**src/rtl/upg_session_ctrl.sv**
```systemverilog
// UART programming session sequencer: debounces start_pg, gates the programmer and holds the CPU in reset.
// Optional idle timeout in PROG is built only when UPG_TIMEOUT_EN is defined.
module upg_session_ctrl #(
  parameter int DEB_CYC     = 1000000,
  parameter int POST_CYC    = 16,
  parameter int TIMEOUT_CYC = 50000000
) (
  input  logic        fpga_clk,
  input  logic        fpga_rst,
  input  logic        start_pg_i,
  input  logic        upg_wen_i,
  input  logic        upg_done_i,
  output logic        upg_rst_o,
  output logic        cpu_rst_o,
  output logic [1:0]  mode_o,
  output logic [15:0] word_cnt_o,
  output logic        err_o
);

  localparam int DEB_W  = $clog2(DEB_CYC + 1);
  localparam int POST_W = $clog2(POST_CYC + 1);
  localparam logic [DEB_W-1:0]  DEB_MAX   = DEB_W'(DEB_CYC);
  localparam logic [DEB_W-1:0]  DEB_LAST  = DEB_W'(DEB_CYC - 1);
  localparam logic [POST_W-1:0] POST_LOAD = POST_W'(POST_CYC);
  localparam logic [POST_W-1:0] POST_ONE  = POST_W'(1);

  typedef enum logic [1:0] {
    StRun     = 2'd0,
    StProg    = 2'd1,
    StFlush   = 2'd2,
    StIllegal = 2'd3
  } state_e;

  state_e state_q, state_d;
  logic startMeta_q, startSync_q;
  logic wenMeta_q, wenSync_q, wenPrev_q;
  logic doneMeta_q, doneSync_q, donePrev_q;
  logic [DEB_W-1:0]  debCnt_q, debCnt_d;
  logic [POST_W-1:0] flushCnt_q, flushCnt_d;
  logic [15:0]       wordCnt_q, wordCnt_d;
  logic              upgRst_q, upgRst_d;
  logic              cpuRst_q, cpuRst_d;
  logic              press, wenEdge, doneEdge;

`ifdef UPG_TIMEOUT_EN
  localparam int IDLE_W = $clog2(TIMEOUT_CYC + 1);
  localparam logic [IDLE_W-1:0] IDLE_MAX = IDLE_W'(TIMEOUT_CYC);
  logic [IDLE_W-1:0] idleCnt_q, idleCnt_d;
  logic              err_q, err_d;
`endif

  // Every asynchronous input crosses two flops; wen and done keep a third for edge detection.
  always_ff @(posedge fpga_clk) begin
    if (fpga_rst) begin
      {startMeta_q, startSync_q} <= '0;
      {wenMeta_q, wenSync_q, wenPrev_q} <= '0;
      {doneMeta_q, doneSync_q, donePrev_q} <= '0;
    end else begin
      startMeta_q <= start_pg_i;
      startSync_q <= startMeta_q;
      wenMeta_q   <= upg_wen_i;
      wenSync_q   <= wenMeta_q;
      wenPrev_q   <= wenSync_q;
      doneMeta_q  <= upg_done_i;
      doneSync_q  <= doneMeta_q;
      donePrev_q  <= doneSync_q;
    end
  end

  // The debounce count saturates, so press fires once per hold however long it lasts.
  assign press    = startSync_q && (debCnt_q == DEB_LAST);
  assign wenEdge  = wenSync_q & ~wenPrev_q;
  assign doneEdge = doneSync_q & ~donePrev_q;

  always_comb begin
    state_d    = state_q;
    upgRst_d   = upgRst_q;
    cpuRst_d   = cpuRst_q;
    flushCnt_d = flushCnt_q;
    wordCnt_d  = wordCnt_q;
    debCnt_d   = '0;
`ifdef UPG_TIMEOUT_EN
    idleCnt_d  = idleCnt_q;
    err_d      = err_q;
`endif

    if (startSync_q)
      debCnt_d = (debCnt_q == DEB_MAX) ? debCnt_q : debCnt_q + 1'b1;
    if (wenEdge && (wordCnt_q != 16'hFFFF))
      wordCnt_d = wordCnt_q + 16'd1;

    case (state_q)
      StRun: begin
        upgRst_d = 1'b1;
        cpuRst_d = 1'b0;
        if (press) begin
          state_d   = StProg;
          upgRst_d  = 1'b0;
          cpuRst_d  = 1'b1;
          wordCnt_d = '0;
`ifdef UPG_TIMEOUT_EN
          err_d     = 1'b0;
          idleCnt_d = '0;
`endif
        end
      end
      StProg: begin
        upgRst_d = 1'b0;
        cpuRst_d = 1'b1;
`ifdef UPG_TIMEOUT_EN
        idleCnt_d = wenEdge ? '0 : idleCnt_q + 1'b1;
`endif
        if (doneEdge) begin
          state_d    = StFlush;
          upgRst_d   = 1'b1;
          flushCnt_d = POST_LOAD;
        end
`ifdef UPG_TIMEOUT_EN
        else if (idleCnt_d == IDLE_MAX) begin
          state_d    = StFlush;
          upgRst_d   = 1'b1;
          flushCnt_d = POST_LOAD;
          err_d      = 1'b1;
        end
`endif
      end
      StFlush: begin
        upgRst_d   = 1'b1;
        cpuRst_d   = 1'b1;
        flushCnt_d = flushCnt_q - 1'b1;
        if (flushCnt_q <= POST_ONE) begin
          state_d    = StRun;
          cpuRst_d   = 1'b0;
          flushCnt_d = '0;
        end
      end
      default: begin
        state_d    = StRun;
        upgRst_d   = 1'b1;
        cpuRst_d   = 1'b1;
        flushCnt_d = '0;
      end
    endcase
  end

  always_ff @(posedge fpga_clk) begin
    if (fpga_rst) begin
      state_q    <= StRun;
      upgRst_q   <= 1'b1;
      cpuRst_q   <= 1'b1;
      flushCnt_q <= '0;
      wordCnt_q  <= '0;
      debCnt_q   <= '0;
`ifdef UPG_TIMEOUT_EN
      idleCnt_q  <= '0;
      err_q      <= 1'b0;
`endif
    end else begin
      state_q    <= state_d;
      upgRst_q   <= upgRst_d;
      cpuRst_q   <= cpuRst_d;
      flushCnt_q <= flushCnt_d;
      wordCnt_q  <= wordCnt_d;
      debCnt_q   <= debCnt_d;
`ifdef UPG_TIMEOUT_EN
      idleCnt_q  <= idleCnt_d;
      err_q      <= err_d;
`endif
    end
  end

  assign upg_rst_o  = upgRst_q;
  assign cpu_rst_o  = cpuRst_q;
  assign mode_o     = state_q;
  assign word_cnt_o = wordCnt_q;
`ifdef UPG_TIMEOUT_EN
  assign err_o      = err_q;
`else
  // Constant 0 for any legal TIMEOUT_CYC.
  assign err_o      = (TIMEOUT_CYC < 0);
`endif

endmodule
```
**config.mk**
```make
export PLATFORM = sky130hd
export DESIGN_NAME = upg_session_ctrl
export DESIGN_NICKNAME = d
export VERILOG_FILES = /design/src/rtl/upg_session_ctrl.sv
export SDC_FILE = /design/constraint.sdc
export NUM_CORES = 1
export LEC_CHECK = 0
export ABC_AREA = 1
export CAP_MARGIN = 10
export CORE_MARGIN = 5
export CORE_UTILIZATION = 30
export CTS_CLUSTER_SIZE = 14
export DETAILED_ROUTE_END_ITERATION = 7
export GPL_TIMING_DRIVEN = 0
export MAX_ROUTING_LAYER = met4
export PLACE_DENSITY = 0.56
export SLEW_MARGIN = 20
export SYNTH_ARGS = -nofsm -noshare
export SYNTH_HDL_FRONTEND = slang
export SYNTH_SLANG_ARGS = --single-unit
```
**constraint.sdc**
```tcl
create_clock -name fpga_clk -period 2.75 [get_ports fpga_clk]
set_input_delay 0.4125 -clock fpga_clk [delete_from_list [all_inputs] [get_ports fpga_clk]]
set_output_delay 0.4125 -clock fpga_clk [all_outputs]
set_load 0.03 [all_outputs]
```
==> Word level (Yosys, flattened, before mapping) <==
Index checks and enable logic that the tools add are counted.
{ "classes": {"n_addsub": 3, "order_cmp": 1, "eq_ne": 8, "muxes": 16, "bitwise": 6, "n_reduce_logical": 6} }
{ "ops": {"columns": ["operator", "n"], "rows": [
  ["$mux 16", 3],
  ["$eq 20x20->1 const B", 2],
  ["$add 20x1->20 const B", 1],
  ["$add 16x1->16 const B", 1],
  ["$ne 16x16->1 const B", 1],
  ["$pmux 5 s3", 1],
  ["$mux 5", 2],
  ["$mux 2", 3],
  ["$ne 2x2->1 const B", 3],
  ["$pmux 2 s3", 1],
  ["$le 5x1->1 const B", 1],
  ["$sub 5x1->5 const B", 1],
  ["$mux 1", 4],
  ["$not 1->1", 4],
  ["$pmux 1 s2", 2],
  ["$reduce_and 3->1", 1],
  ["$and 1x1->1", 2],
  ["$eq 2x1->1 const B", 1],
  ["$eq 2x2->1 const B", 1],
  ["$logic_and 1x1->1", 2],
  ["$logic_not 2->1", 1],
  ["$reduce_and 2->1", 1],
  ["$reduce_or 2->1", 1]
]} }
{ "word_totals": {"ff_bits": 53, "in_bits": 5, "out_inout_bits": 21, "wordCells": 54} }

==> Logic depth before layout (Yosys ltp) <==
{ "logic_depth": {"word_depth": 6, "depth_mapped": 10, "depth_no_buf": 10} }

==> Worst setup path before layout <==
No wires, ideal clock.
{ "synth_timing": {"path_type": "flip-flop to flip-flop", "startpoint": "register wordCnt_q[0] (netlist: word_cnt_o[0])", "endpoint": "register wordCnt_q[9] (netlist: word_cnt_o[9])", "setup_time_ps": 66, "arrival_ps": 1757, "t_required_ps": 2684, "slack_ps": 927, "stages_incl_launch_ff": 11, "path_buffers": 1, "period_less_slack_ps": 1823, "path_cell_list": "dfxtp_1 > ha_1 > inv_1 > nor2_4 > nand2_2 > nor2_4 > nand2_4 > nand2_4 > buf_6 > nand2_1 > a21oi_2"} }
{ "synth_between": {"elab_chain_len": 5, "elab_cells_between_ends": 6, "classes_between": "add/sub (1); eq/ne (1); mux (3); reduce/logical (1)"} }
{ "synth_lines": {"columns": ["element", "line", "text"], "rows": [
  ["start, declared", "40", "logic [15:0] wordCnt_q, wordCnt_d;"],
  ["start signal, assigned", "163", "wordCnt_q <= wordCnt_d;"],
  ["branches (longest 2 deep; another with $add 16x1->16)", null, null],
  ["$mux 16 (*)", "89", "if (wenEdge && (wordCnt_q != 16'hFFFF))"],
  ["$mux 16", "96", "if (press) begin"],
  ["$mux 16 (*)", "92", "case (state_q)"]
]} }
Every way passes the cells marked *.
A chain may end at the register's enable or synchronous reset.

==> Final worst setup path <==
{ "layout_timing": {"startpoint": "register wordCnt_q[0] (netlist: word_cnt_o[0])", "endpoint": "output port word_cnt_o[0]"} }
{ "layout_rtl": {"columns": ["element", "line", "text"], "rows": [
  ["end, declared", "16", "output logic [15:0] word_cnt_o,"]
]} }
No word-level cell between the ends.

==> results.json <==
{
  "die_area_sq_um": 11300,
  "gr-total-overflow": 0,
  "cp_top_family": "buffers and inverters",
  "finClkSkew_ns": 0.0126,
  "cts_root_buffer": "clkbuf_8",
  "clockBufferDepth": 2,
  "ir_drop_uv": 187,
  "area.growth.synth_to_final_pct": 17.2,
  "hold_viol": 0,
  "final_common_cell": "nand2_1",
  "route.met2.wl_mm": 2.75,
  "cp-start-kind": "register",
  "cts_resized": 0,
  "cp_slowest_cell": "clkdlybuf4s50_1",
  "syn-cell-area_sq_um": 2790,
  "postRouteAntennaNets": 0,
  "fillCellCount": 976,
  "cts_hold_buf": 0,
  "path_cells": "clkdlybuf4s50_1",
  "period_minus_slack_ns": 1.93,
  "fin_ws_ns": 0.824,
  "routed_wl_mm": 6.14,
  "core_region_area_sq_um": 9150,
  "cts.htree.levels": 2,
  "path_buf_inv": 1,
  "chipHeight_um": 106,
  "highest_layer": "met4",
  "drv_cap": 0,
  "track_usage": 0.113,
  "cts_buffers": 5,
  "syn_area_per_cell_sq_um": 6.78,
  "power_mw": 1.44,
  "post_cts_buffers": 0,
  "gp_routability_congestion": 0.854,
  "hold_class": "register to register",
  "ys_seq_elements": 53,
  "grt_pass1_wl_mm": 10.2,
  "required_ns": 2.34,
  "synth_cell_types": 35,
  "drive_gt1_frac": 0.0566,
  "port_buffers": 23,
  "drc": 0,
  "status": "complete, no violations",
  "via_per_inst": 4.63,
  "timing.setup.tns_ns": 0,
  "route.met3.wl_um": 238,
  "tritoncts": "yes",
  "grt_pass1_vias": 2308,
  "drtIter0Drc": 104,
  "power.density_nw_per_um2": 441,
  "end_kind": "primary output",
  "final_cell_mix": "99 x nand2_1, 58 x inv_1, 53 x nor2_1, 53 x dfxtp_1, 33 x a21oi_1",
  "worstSetupPathType": "register to primary output",
  "pre_cts_ws_ns": 0.904,
  "rsz0062_at_grt": "false",
  "wl_met1_mm": 3.06,
  "n_antenna_cell": 0,
  "antenna_found_initial": 0,
  "cp_num_cells": 1,
  "cp_max_fo": 6,
  "p_leak_nw": 1.18,
  "syn-num-nets": 424,
  "die_w_um": 106,
  "nNetsFinal": 454,
  "grt_max_degree": 17,
  "fin_crit_sh": 0.700,
  "syn_inst": 411,
  "vias": 2558,
  "clk_pin_slew_ns": 0.10,
  "ys_seq_area_frac": 0.381,
  "cp.arrival_ns": 1.51,
  "rr_worst_depth": 9,
  "wl_per_cell_um": 11.1,
  "finalSetupViolCount": 0,
  "clk_latency_ns": 0.31,
  "drv_slew": 0,
  "dp_hpwl_mm": 4.70,
  "num_rows": 35,
  "max_stage_delay_ns": 0.73,
  "worstHoldPathCells": 2,
  "postLayoutCoreUtil": 0.357,
  "fmax_mhz": 519,
  "initial_core_util": 0.304,
  "dr.pass1.iters": 5,
  "ys_warn_count": 0,
  "clock_sinks": 53,
  "io_pins": 26
}
cell families after synthesis:
logic type	after synthesis	synth area share
buffers and inverters	65	0.0934
AO/OA/AOI/OAI	61	0.119
adder cells (fa/ha/maj)	8	0.0359
AND/OR/NAND/NOR	215	0.344
XOR/XNOR	8	0.0251
flip-flops	53	0.381
other	1	0.00135
sequential cells by signal (all words and copies together), names as in the netlist:
signal / count
cpu_rst_o: 1
debCnt_q: 20
doneMeta_q: 1
donePrev_q: 1
doneSync_q: 1
flushCnt_q: 5
mode_o: 2
startMeta_q: 1
startSync_q: 1
upg_rst_o: 1
wenMeta_q: 1
wenPrev_q: 1
wenSync_q: 1
word_cnt_o: 16
Yosys cell counts:
master	n	area, sq um
nor3_2	1	10.0
buf_4	2	15.0
nor3_4	1	16.3
nand2_2	2	12.5
a22oi_1	1	7.51
or2_2	2	12.5
o21ai_0	18	90.1
nor2_4	2	22.5
dfxtp_1	53	1060
xor2_1	6	52.6
ha_1	8	100
a21oi_1	33	165
o311ai_0	1	8.76
nor4_1	2	12.5
nor2_2	1	6.26
and2_1	1	6.26
a21oi_2	2	17.5
a21boi_0	1	7.51
nand2_4	2	22.5
o211ai_1	1	7.51
nand4_1	11	68.8
a31oi_1	2	12.5
nand3_1	23	115
inv_1	58	218
nor2_1	53	199
buf_2	1	5.00
conb_1	1	3.75
nand3b_1	3	22.5
o21bai_1	1	7.51
nand2_1	99	372
clkbuf_1	3	11.3
buf_6	1	11.3
nor3_1	12	60.1
o21ai_2	1	8.76
xnor2_1	2	17.5
worst reg2reg max path, stage by stage, from the launching register on:
cell and delay (ns):
dfxtp_1 0.48, ha_1 0.31, inv_1 0.10, nor2_4 0.18, nand2_2 0.11, nor2_4 0.14, a21oi_2 0.12, buf_2 0.21
nand2_1 0.08, a21oi_1 0.05
report_power, final:
| part | switching [mW] | internal, mW | total [mW] |
|---|---|---|---|
| Clock | 0.268 | 0.274 | 0.542 |
| Combinational | 0.0699 | 0.0396 | 0.109 |
| Sequential | 0.00816 | 0.781 | 0.789 |
path summary, 6_finish.rpt:
path | startpoint | end | slack (ns)
max reg2reg | word_cnt_o[0] | word_cnt_o[3] | 0.88
min reg2reg | startMeta_q | startSync_q | 0.41
min | startMeta_q | startSync_q | 0.41
max | word_cnt_o[0] | word_cnt_o[0] | 0.82
layer usage:
layer / vias up / global-route usage
li1: 1375 / -
met1: 1124 / 0.148
met2: 51 / 0.175
met3: 8 / 0.0194
met4: 0 / 0.0435
met5: - / -
area by class of cell:
| type | instances | area (sq um) | share of cell area |
|---|---|---|---|
| Tap cell | 111 | 139 | 0.0425 |
| Buffer | 7 | 42.5 | 0.0130 |
| Timing Repair Buffer | 23 | 230 | 0.0705 |
| Clock inverter | 2 | 38.8 | 0.0119 |
| Clock buffer | 6 | 72.6 | 0.0222 |
| Multi-Input combinational cell | 293 | 1470 | 0.448 |
| Inverter | 58 | 218 | 0.0666 |
| Sequential cell | 53 | 1060 | 0.325 |
through the flow:
step	instances	area, sq um	hold slack, ns
after floorplan	411	2790	0.388
after global placement	545	3160	0.389
after detailed placement	545	3160	0.394
after CTS	553	3270	0.409
after global routing	553	3270	0.423
final	553	3270	0.406
No activity file was read; power rests on OpenSTA's default activity.
